## src/rtl/exp_ctrl_pkg.sv

```systemverilog
// -----------------------------------------------------------------------------
// exp_ctrl_pkg
//   Shared definitions for the EXP series-expansion controller:
//   FSM state encoding, term-index width, Q2.8 fixed-point constants and the
//   default number of terms generated per x value.
// -----------------------------------------------------------------------------
package exp_ctrl_pkg;

    typedef enum logic [2:0] {
        ST_IDLE = 3'd0,
        ST_INIT = 3'd1,
        ST_EMIT = 3'd2,
        ST_STEP = 3'd3,
        ST_WAIT = 3'd4,
        ST_DONE = 3'd5
    } state_t;

    localparam int         KW          = 4;        // width of k / dp_k / k_out
    localparam int         FRAC        = 8;        // fractional bits of a term (Q2.8)
    localparam logic [9:0] ONE         = 10'h100;  // 1.0 in Q2.8
    localparam int         EXP_N_TERMS = 10;       // terms emitted per x

endpackage

```

## src/rtl/exp_x_fifo.sv

```systemverilog
// -----------------------------------------------------------------------------
// exp_x_fifo
//   Small synchronous FIFO holding the x values waiting to be expanded.
//   A push into a full FIFO or a pop from an empty one is dropped.
//   Simultaneous push and pop keep the count; the head seen during that cycle
//   is the old head.
// Ports
//   clk, reset   clock (rising edge), asynchronous active-high reset
//   push, din    write din at the tail
//   pop          drop the head entry
//   dout         current head entry (valid when empty=0)
//   full, empty  occupancy flags
//   count        number of stored entries (0..DEPTH)
// -----------------------------------------------------------------------------
module exp_x_fifo #(
    parameter  int W     = 2,
    parameter  int DEPTH = 4,
    localparam int CW    = $clog2(DEPTH + 1)
) (
    input  logic          clk,
    input  logic          reset,
    input  logic          push,
    input  logic [W-1:0]  din,
    input  logic          pop,
    output logic [W-1:0]  dout,
    output logic          full,
    output logic          empty,
    output logic [CW-1:0] count
);

    localparam int PW = (DEPTH > 1) ? $clog2(DEPTH) : 1;

    logic [W-1:0]  mem_q [DEPTH];
    logic [PW-1:0] wr_ptr_q, wr_ptr_d;
    logic [PW-1:0] rd_ptr_q, rd_ptr_d;
    logic [CW-1:0] count_q, count_d;
    logic          do_push, do_pop;

    // Pointers wrap explicitly so DEPTH need not be a power of two.
    function automatic logic [PW-1:0] next_ptr(input logic [PW-1:0] p);
        return (p == PW'(DEPTH - 1)) ? '0 : p + 1'b1;
    endfunction

    assign full    = (count_q == CW'(DEPTH));
    assign empty   = (count_q == '0);
    assign count   = count_q;
    assign dout    = mem_q[rd_ptr_q];
    assign do_push = push && !full;
    assign do_pop  = pop && !empty;

    always_comb begin
        wr_ptr_d = wr_ptr_q;
        rd_ptr_d = rd_ptr_q;
        count_d  = count_q;
        if (do_push) wr_ptr_d = next_ptr(wr_ptr_q);
        if (do_pop)  rd_ptr_d = next_ptr(rd_ptr_q);
        case ({do_push, do_pop})
            2'b10:   count_d = count_q + 1'b1;
            2'b01:   count_d = count_q - 1'b1;
            default: count_d = count_q;
        endcase
    end

    always_ff @(posedge clk or posedge reset) begin
        if (reset) begin
            wr_ptr_q <= '0;
            rd_ptr_q <= '0;
            count_q  <= '0;
        end else begin
            wr_ptr_q <= wr_ptr_d;
            rd_ptr_q <= rd_ptr_d;
            count_q  <= count_d;
        end
    end

    // Storage carries no reset; entries are only read after being written.
    always_ff @(posedge clk) begin
        if (do_push) mem_q[wr_ptr_q] <= din;
    end

endmodule

```

## src/rtl/exp_seq_ctrl.sv

```systemverilog
// -----------------------------------------------------------------------------
// exp_seq_ctrl
//   Control FSM for the EXP series-expansion datapath. Queues incoming x
//   values, then for each x loads term=1.0 (dp_init) and runs N_TERMS-1
//   multiply/divide steps (dp_start / dp_done), emitting every term as a
//   registered output strobe. finish rises with the last term of the N_X-th x.
// Ports
//   clk, reset              clock (rising edge), asynchronous active-high reset
//   datain, input_valid     x offer; accepted when busy=0
//   busy                    input not accepted this cycle
//   dp_init, dp_start       one-cycle datapath command pulses
//   dp_x, dp_k              datapath operands (current x, divisor k)
//   dp_done, dp_term        datapath completion pulse and current term
//   dataout, k_out          emitted term and its index
//   output_valid            one-cycle strobe for dataout/k_out
//   finish                  all N_X values expanded; held until reset
// -----------------------------------------------------------------------------
module exp_seq_ctrl
    import exp_ctrl_pkg::*;
#(
    parameter int XW      = 2,
    parameter int DW      = 10,
    parameter int N_TERMS = EXP_N_TERMS,
    parameter int N_X     = 4,
    parameter int QDEPTH  = 4
) (
    input  logic          clk,
    input  logic          reset,
    input  logic [XW-1:0] datain,
    input  logic          input_valid,
    output logic          busy,
    output logic          dp_init,
    output logic          dp_start,
    output logic [XW-1:0] dp_x,
    output logic [KW-1:0] dp_k,
    input  logic          dp_done,
    input  logic [DW-1:0] dp_term,
    output logic [DW-1:0] dataout,
    output logic [KW-1:0] k_out,
    output logic          output_valid,
    output logic          finish
);

    localparam int CW = $clog2(QDEPTH + 1);
    localparam int AW = $clog2(N_X + 1);

    state_t        state_q, state_d;
    logic [XW-1:0] x_q, x_d;
    logic [KW-1:0] k_q, k_d;
    logic [AW-1:0] accepted_q, accepted_d;
    logic [AW-1:0] done_cnt_q, done_cnt_d;
    logic [DW-1:0] dataout_q, dataout_d;
    logic [KW-1:0] k_out_q, k_out_d;
    logic          valid_q, valid_d;

    logic          push, pop;
    logic          q_full, q_empty;
    logic [CW-1:0] q_count;
    logic [XW-1:0] q_head;

    exp_x_fifo #(
        .W     (XW),
        .DEPTH (QDEPTH)
    ) u_x_fifo (
        .clk   (clk),
        .reset (reset),
        .push  (push),
        .din   (datain),
        .pop   (pop),
        .dout  (q_head),
        .full  (q_full),
        .empty (q_empty),
        .count (q_count)
    );

    // Purely register-derived, so it drops to 0 the moment reset clears the flops.
    assign busy = (q_count == CW'(QDEPTH)) || (accepted_q == AW'(N_X)) ||
                  (state_q == ST_DONE);
    assign push = input_valid && !busy && !q_full;

    assign dp_x         = x_q;
    assign dp_k         = k_q;
    assign dataout      = dataout_q;
    assign k_out        = k_out_q;
    assign output_valid = valid_q;
    // DONE is entered on the same edge that raises the last output_valid.
    assign finish       = (state_q == ST_DONE);

    always_comb begin
        state_d    = state_q;
        x_d        = x_q;
        k_d        = k_q;
        accepted_d = accepted_q;
        done_cnt_d = done_cnt_q;
        dataout_d  = dataout_q;
        k_out_d    = k_out_q;
        valid_d    = 1'b0;
        pop        = 1'b0;
        dp_init    = 1'b0;
        dp_start   = 1'b0;

        if (push) accepted_d = accepted_q + 1'b1;

        case (state_q)
            ST_IDLE: begin
                if (!q_empty) begin
                    pop     = 1'b1;
                    x_d     = q_head;
                    k_d     = '0;
                    state_d = ST_INIT;
                end
            end
            ST_INIT: begin
                dp_init = 1'b1;
                state_d = ST_EMIT;
            end
            ST_EMIT: begin
                dataout_d = dp_term;
                k_out_d   = k_q;
                valid_d   = 1'b1;
                if (k_q < KW'(N_TERMS - 1)) begin
                    k_d     = k_q + 1'b1;
                    state_d = ST_STEP;
                end else begin
                    done_cnt_d = done_cnt_q + 1'b1;
                    if (done_cnt_q == AW'(N_X - 1)) begin
                        state_d = ST_DONE;
                    end else if (!q_empty) begin
                        // Chain straight into the next x without an IDLE bubble.
                        pop     = 1'b1;
                        x_d     = q_head;
                        k_d     = '0;
                        state_d = ST_INIT;
                    end else begin
                        state_d = ST_IDLE;
                    end
                end
            end
            ST_STEP: begin
                dp_start = 1'b1;
                state_d  = ST_WAIT;
            end
            ST_WAIT: begin
                // dp_done is only meaningful here; stray pulses elsewhere are ignored.
                if (dp_done) state_d = ST_EMIT;
            end
            ST_DONE: begin
                state_d = ST_DONE;
            end
            default: begin
                state_d = ST_IDLE;
            end
        endcase
    end

    always_ff @(posedge clk or posedge reset) begin
        if (reset) begin
            state_q    <= ST_IDLE;
            x_q        <= '0;
            k_q        <= '0;
            accepted_q <= '0;
            done_cnt_q <= '0;
            dataout_q  <= '0;
            k_out_q    <= '0;
            valid_q    <= 1'b0;
        end else begin
            state_q    <= state_d;
            x_q        <= x_d;
            k_q        <= k_d;
            accepted_q <= accepted_d;
            done_cnt_q <= done_cnt_d;
            dataout_q  <= dataout_d;
            k_out_q    <= k_out_d;
            valid_q    <= valid_d;
        end
    end

endmodule

```

## config.mk

```make
export PLATFORM = sky130hd
export DESIGN_NAME = exp_seq_ctrl
export DESIGN_NICKNAME = d
export VERILOG_FILES = /design/src/rtl/exp_ctrl_pkg.sv /design/src/rtl/exp_x_fifo.sv /design/src/rtl/exp_seq_ctrl.sv
export SDC_FILE = /design/constraint.sdc
export NUM_CORES = 1
export LEC_CHECK = 0
export CORE_UTILIZATION = 55
export CTS_CLUSTER_SIZE = 10
export DETAILED_ROUTE_END_ITERATION = 8
export PLACE_DENSITY = 0.83
export SYNTH_ARGS = -nofsm -noshare
export SYNTH_HDL_FRONTEND = slang
export SYNTH_SLANG_ARGS = --single-unit
```

## constraint.sdc

```tcl
create_clock -name clk -period 4.5 [get_ports clk]
set_input_delay 0.45 -clock clk [delete_from_list [all_inputs] [get_ports clk]]
set_output_delay 0.45 -clock clk [all_outputs]
set_load 0.005 [all_outputs]
```

== Yosys cells after proc, flatten, opt, wreduce, memory -nomap -nowiden ==
Memory sizes are Yosys's and may differ from the RTL's.
Cells that the tools add are included.

* $add $sub $neg: 7
* Muxes and demuxes: 26
* Magnitude comparators: 1
* Bitwise gates (word level): 1
* Eq/ne operators: 17
* Reductions and logical operators: 17

{| class="wikitable"
|+ Operators by type and width
! kind !! number
|-
| 3-bit one-hot mux with 6 select lines || 1
|-
| 3-bit == test, second input constant || 4
|-
| 3-bit two-way mux || 4
|-
| 4-bit two-way mux || 3
|-
| 2-bit two-way mux || 5
|-
| 3-bit by 1-bit adder with 3-bit output, second input constant || 3
|-
| 3-bit by 2-bit == test with 1-bit output, second input constant || 3
|-
| 1-bit two-way mux || 9
|-
| 2-bit != test, second input constant || 4
|-
| 4-bit one-hot mux with 2 select lines || 1
|-
| 2-bit == test, second input constant || 3
|-
| 3-bit logical NOT || 2
|-
| 3-bit one-hot mux with 2 select lines || 1
|-
| 2-bit AND reduction || 3
|-
| 2-bit by 1-bit adder with 2-bit output, second input constant || 2
|-
| 4-bit by 1-bit adder with 4-bit output, second input constant || 1
|-
| 1-bit logical AND || 4
|-
| 4-bit < comparator, second input constant || 1
|-
| 2-bit one-hot mux with 2 select lines || 1
|-
| 2-bit nonzero test || 2
|-
| 3-bit by 1-bit == test with 1-bit output, second input constant || 1
|-
| 1-bit logical NOT || 3
|-
| 3-bit != test, second input constant || 1
|-
| 3-bit AND reduction || 1
|-
| other kinds (5) || 6
|}

* Memories kept: 1
* Logic and storage cells: 81
* Register bits after elaboration: 37
* Bits of input ports: 16
* Output and inout port bits: 25
* Bits in writable memories: 8

{| class="wikitable"
|+ Memory list
! name !! words !! bits a word !! read ports !! clocked after Yosys merged registers in !! write ports !! RTL line !! source
|-
| u_x_fifo.mem_q || 4 || 2 || 1 || 0 || 1 || exp_x_fifo.sv:33 || <nowiki>logic [W-1:0] mem_q [DEPTH];</nowiki>
|}

== Logic depth before layout (Yosys ltp) ==
* Word-level depth: 9
* Depth in mapped cells: 12
* Depth with buffers taken out: 12

== Modules after synthesis ==
From an unflattened synthesis, not the netlist that was laid out.

* Cells, all modules: 188
* Area, all modules: 2,198.4 um2

{| class="wikitable"
|+ Modules (own cells, without submodules)
! module !! cells an instance !! seq. area each (um2) !! instances !! area each (um2)
|-
| exp_seq_ctrl || 137 || 750.7 || 1 || 1,422.6
|-
| exp_x_fifo || 51 || 415.4 || 1 || 775.7
|}

== Least setup slack after synthesis ==
No wires, ideal clock.

* Path type: register to register
* Start: reg k_q[0], in the netlist dp_k[0]
* End: reg u_x_fifo.count_q[2], in the netlist u_x_fifo.count[2]
* Stages on the path, launching flop included: 13
* Setup slack: 2.181 ns
* Clock period less this slack: 2.319 ns
* Required time: 4.421 ns
* Arrival: 2.240 ns
* Path buffers: 0
* Setup time: 0.079 ns
* Path through: dfrtp_1 > inv_1 > ha_1 > nand2b_1 > a31oi_1 > nand2b_1 > inv_1 > ha_1 > inv_1 > fa_1 > xor2_1 > nor2_1 > xor2_1

* Longest elaborated chain between the ends: 6
* Elaborated cells between the ends (all ways): 8
* Classes of those cells: 1 x order compare; 2 x eq/ne; 3 x mux; 2 x reduce/logical

{| class="wikitable"
|+ Ends and longest elaborated chain
! what !! RTL line !! source
|-
| from (decl) || exp_seq_ctrl.sv:49 || <nowiki>logic [KW-1:0] k_q, k_d;</nowiki>
|-
| from (signal assigned) || exp_seq_ctrl.sv:169 || <nowiki>k_q <= k_d;</nowiki>
|-
| 4-bit < comparator * || exp_seq_ctrl.sv:121 || <nowiki>if (k_q < KW'(N_TERMS - 1)) begin</nowiki>
|-
| 1-bit two-way mux * || exp_seq_ctrl.sv:121 ||
|-
| 1-bit one-hot mux with 2 select lines * || exp_seq_ctrl.sv:104 || <nowiki>case (state_q)</nowiki>
|-
| 1-bit logical AND * || exp_x_fifo.sv:49 || <nowiki>assign do_pop = pop && !empty;</nowiki>
|-
| named net u_x_fifo.do_pop || exp_x_fifo.sv:37 || <nowiki>logic do_push, do_pop;</nowiki>
|-
| 2-bit by 1-bit == test with 1-bit output / 2-bit == test (equally long branches) || exp_x_fifo.sv:57 || <nowiki>case ({do_push, do_pop})</nowiki>
|-
| 3-bit one-hot mux with 2 select lines / 2-bit nonzero test (equally long branches) || - ||
|-
| to (signal assigned) || exp_x_fifo.sv:72 || <nowiki>count_q <= count_d;</nowiki>
|-
| to (decl) || exp_x_fifo.sv:36 || <nowiki>logic [CW-1:0] count_q, count_d;</nowiki>
|}

The timed path passes the listed nets; every way through them passes the cells marked *.
A chain may end at the register's enable or synchronous reset.

== Worst setup path in the final report ==
Same ends and word-level chain as after synthesis.

==> impl_results.md <==
- Post-synth top cells: dfrtp_1, mux2_2, inv_1
- LEAKAGE: 1.16 nW
- EDFF count, synth: 8
- Worst-path clk slew: 80 ps
- Sequential fraction of the synthesis area: a little under three fifths
- WP data arrival: ~2900 ps
- IO Pins: 41
- Die Y-Extent: 64.0 um
- Comb pwr share: between 40% and 50%
- Final Cell Area: approximately 2600 sq um
- Pin count of the biggest net entering global routing: 38
- Max-cap violation count: 0
- Max Fclk: between 300 and 400 MHz
- Number of setup buffers added after CTS: 0
- Synth area leader: dfrtp_1
- DR vias: 1316
- Cells after synthesis: about 160
- Clk_skew: ~6.6 ps
- Register area: 1170 sq um
- Minimum clock period after layout: 2630 ps
- Core area: 3690 sq um
- Sw frac: roughly a third
- Final wirelength: between 3000 and 4000 um
- Filler instances: 260
- GPL Wtd Cong: about 0.8
- DRC Markers: 0
- Root Buffer Master: clkbuf_8
- Multi-input logic area: 836 sq um
- Vias per cell: ~5.2
- Diode count: 0
- Post-synth cell types: 37
- Tcrit/Tclk final: 58.4%
- Worst hold path class: flop to flop
- Sequential share of power: 41.1%
- Syn_nets: 190
- Design Power: 0.00172 W
- Hold wc startpoint: accepted_q[2]
- Vias in the first global route: ~1400
- Reported net switching power: just under 0.0006 W
- Iter 0 DRT Violations: 67
- Port Buf Inserts: 40
- Worst-skew pair later-pin latency: 300 ps
- TritonCTS clock tree: done
- Internal power: between 0.001 and 0.0015 W
- Avg Synthesized Cell Area: 13.1 sq um
- Share of cells above drive strength 1: a little under a fifth
- Area grow syn2layout: 24.5%
- Outcome: finished, final reports clean
- Synth top area share: 43.8%
- RSZ-0062 raised after global routing: no
- Wire per inst: 14.2 um
- CTS sink count: 45
- Crit end category: flop
- Pwr per Cell Area: 652 nW/um^2
- Crit path kind: flop to flop
- Nature of the critical path startpoint: flop
- Worst-margin pin slew: 819 ps
- Initial antenna violation count: 0
- Slew Limit Fails: 0
- Gr usage total: 21.1%
- Critical path peak fanout: 6
- Grt ovf: 0
- Main flop type after synthesis: dfrtp_1
- TritonCTS buffer count: 5
- DP HPWL: 2660 um
- Hold-fix buffers, CTS: 0
- Async SR Flop Fraction: 82.2%
- Dpl cell area: 2540 sq um
- Most frequent cell after synthesis: dfrtp_1
- Net count, final: 232
- Synth Register Bits: between 40 and 50
- Syn. warnings: 0
- Post-Syn Area: 2120 sq um
- CTS max path bufs: 2
- R2R Path Start: dp_k[0]
- Required @ worst endpoint: 4720 ps
- Max VDD drop: between 0.3 and 0.4 mV
- Setup violations, final: 0
- Fin. Hold Viols: 0
- H-tree depth: 2
- Die area: roughly 4000 sq um
- Remaining antenna violation count: 0
- R2R Setup Slk: between 1500 and 2000 ps
- Row Count: 22
- Resized cells post-CTS: 0
- Global-route wire length before repair: 6400 um
- Clock power share: 14.5%
- DR pass1 iterations: 4
- Slew HR: between 40% and 50%
- Beginning of the critical path: dp_k[0]
- Area contributors post-synth: dfrtp_1, edfxtp_1, mux2_2
- Initial core utilization: 57.4%
- Setup_tns: 0 ps
- Die Width: around 64 um
## stage by stage
stage	setup slack (ps)	hold slack, ps	instances	utilization [%]
floorplan	2180	441	161	-
global placement	2080	461	244	69.0
detailed placement	1890	465	244	69.0
CTS	1870	477	252	71.4
global route	1550	493	252	71.4
finish	1870	481	252	71.4
## state kept, by name, indices dropped and copies added (netlist names)
register,count
u_x_fifo.mem_q,8
state_q,3
dataout,10
u_x_fifo.rd_ptr_q,2
u_x_fifo.count,3
dp_x,2
dp_k,4
done_cnt_q,3
accepted_q,3
output_valid,1
u_x_fifo.wr_ptr_q,2
k_out,4
## cells in the final DEF, fill, tap and decap left out, drive strengths merged, types with 2 or more instances in the layout
cell type,instances
ha,12
mux4,2
nand3b,2
a21oi,3
clkbuf,5
xor2,3
nor3,3
nor3b,4
xnor2,4
nand3,2
clkdlybuf4s50,40
mux2i,2
inv,21
a22o,2
mux2,22
nand2b,2
dfrtp,37
nor2b,3
nand2,4
nor2,7
edfxtp,8
o21ai,2
## cell type report
| type | instances | area share [%] |
|---|---|---|
| multi-input combinational | 90 | 31.7 |
| inverter | 20 | 2.85 |
| tap | 48 | 2.28 |
| clock inverter | 3 | 0.807 |
| clock buffer | 5 | 2.61 |
| sequential | 45 | 44.3 |
| timing repair buffer | 41 | 15.5 |
## metal layers
| layer | wire length, um | global-route usage [%] | vias up |
|---|---|---|---|
| met5 | 0 | 0 | - |
| met4 | 68 | 7.10 | 0 |
| met3 | 171 | 6.79 | 8 |
| met2 | 1800 | 34.3 | 33 |
| met1 | 1550 | 26.5 | 648 |
| li1 | - | - | 627 |
## path summary, 6_finish.rpt
check	to	depth (start not counted)
worst min register to register	accepted_q[2]	1
worst max register to register	u_x_fifo.count[2]	12
max in group asynchronous	state_q[2]	3
worst max-delay path	u_x_fifo.count[2]	12
min in group asynchronous	u_x_fifo.count[0]	3
worst min-delay path	accepted_q[2]	1
## power by group through the flow
stage | sequential, W | clock (W) | combinational (W)
3_3_place_gp | 0.000700 | 0 | 0.000722
4_1_cts | 0.000708 | 0.000257 | 0.000772
3_5_place_dp | 0.000716 | 0 | 0.000768
6_report | 0.000706 | 0.000249 | 0.000762
2_1_floorplan | 0.000671 | 0 | 0.000514
5_1_grt | 0.000732 | 0.000274 | 0.000849
## critical path: stages, from the launching register on
cell and delay [ps]:
dfrtp_1 470, inv_1 80, ha_1 190, nand2b_1 240
a31oi_1 150, nand2b_1 270, inv_1 110, ha_1 170
inv_1 60, fa_1 370, xor2_1 150, nor2_1 130
xor2_1 160
## cells by family after synthesis
logic type / synth area share (%)
flip-flops: 55.1
XOR/XNOR: 2.90
adder cells (fa/ha/maj): 8.04
buffers and inverters: 5.38
AND/OR/NAND/NOR: 7.98
multiplexers: 15.0
AO/OA/AOI/OAI: 5.62
Power figures use the tool's default switching activity.
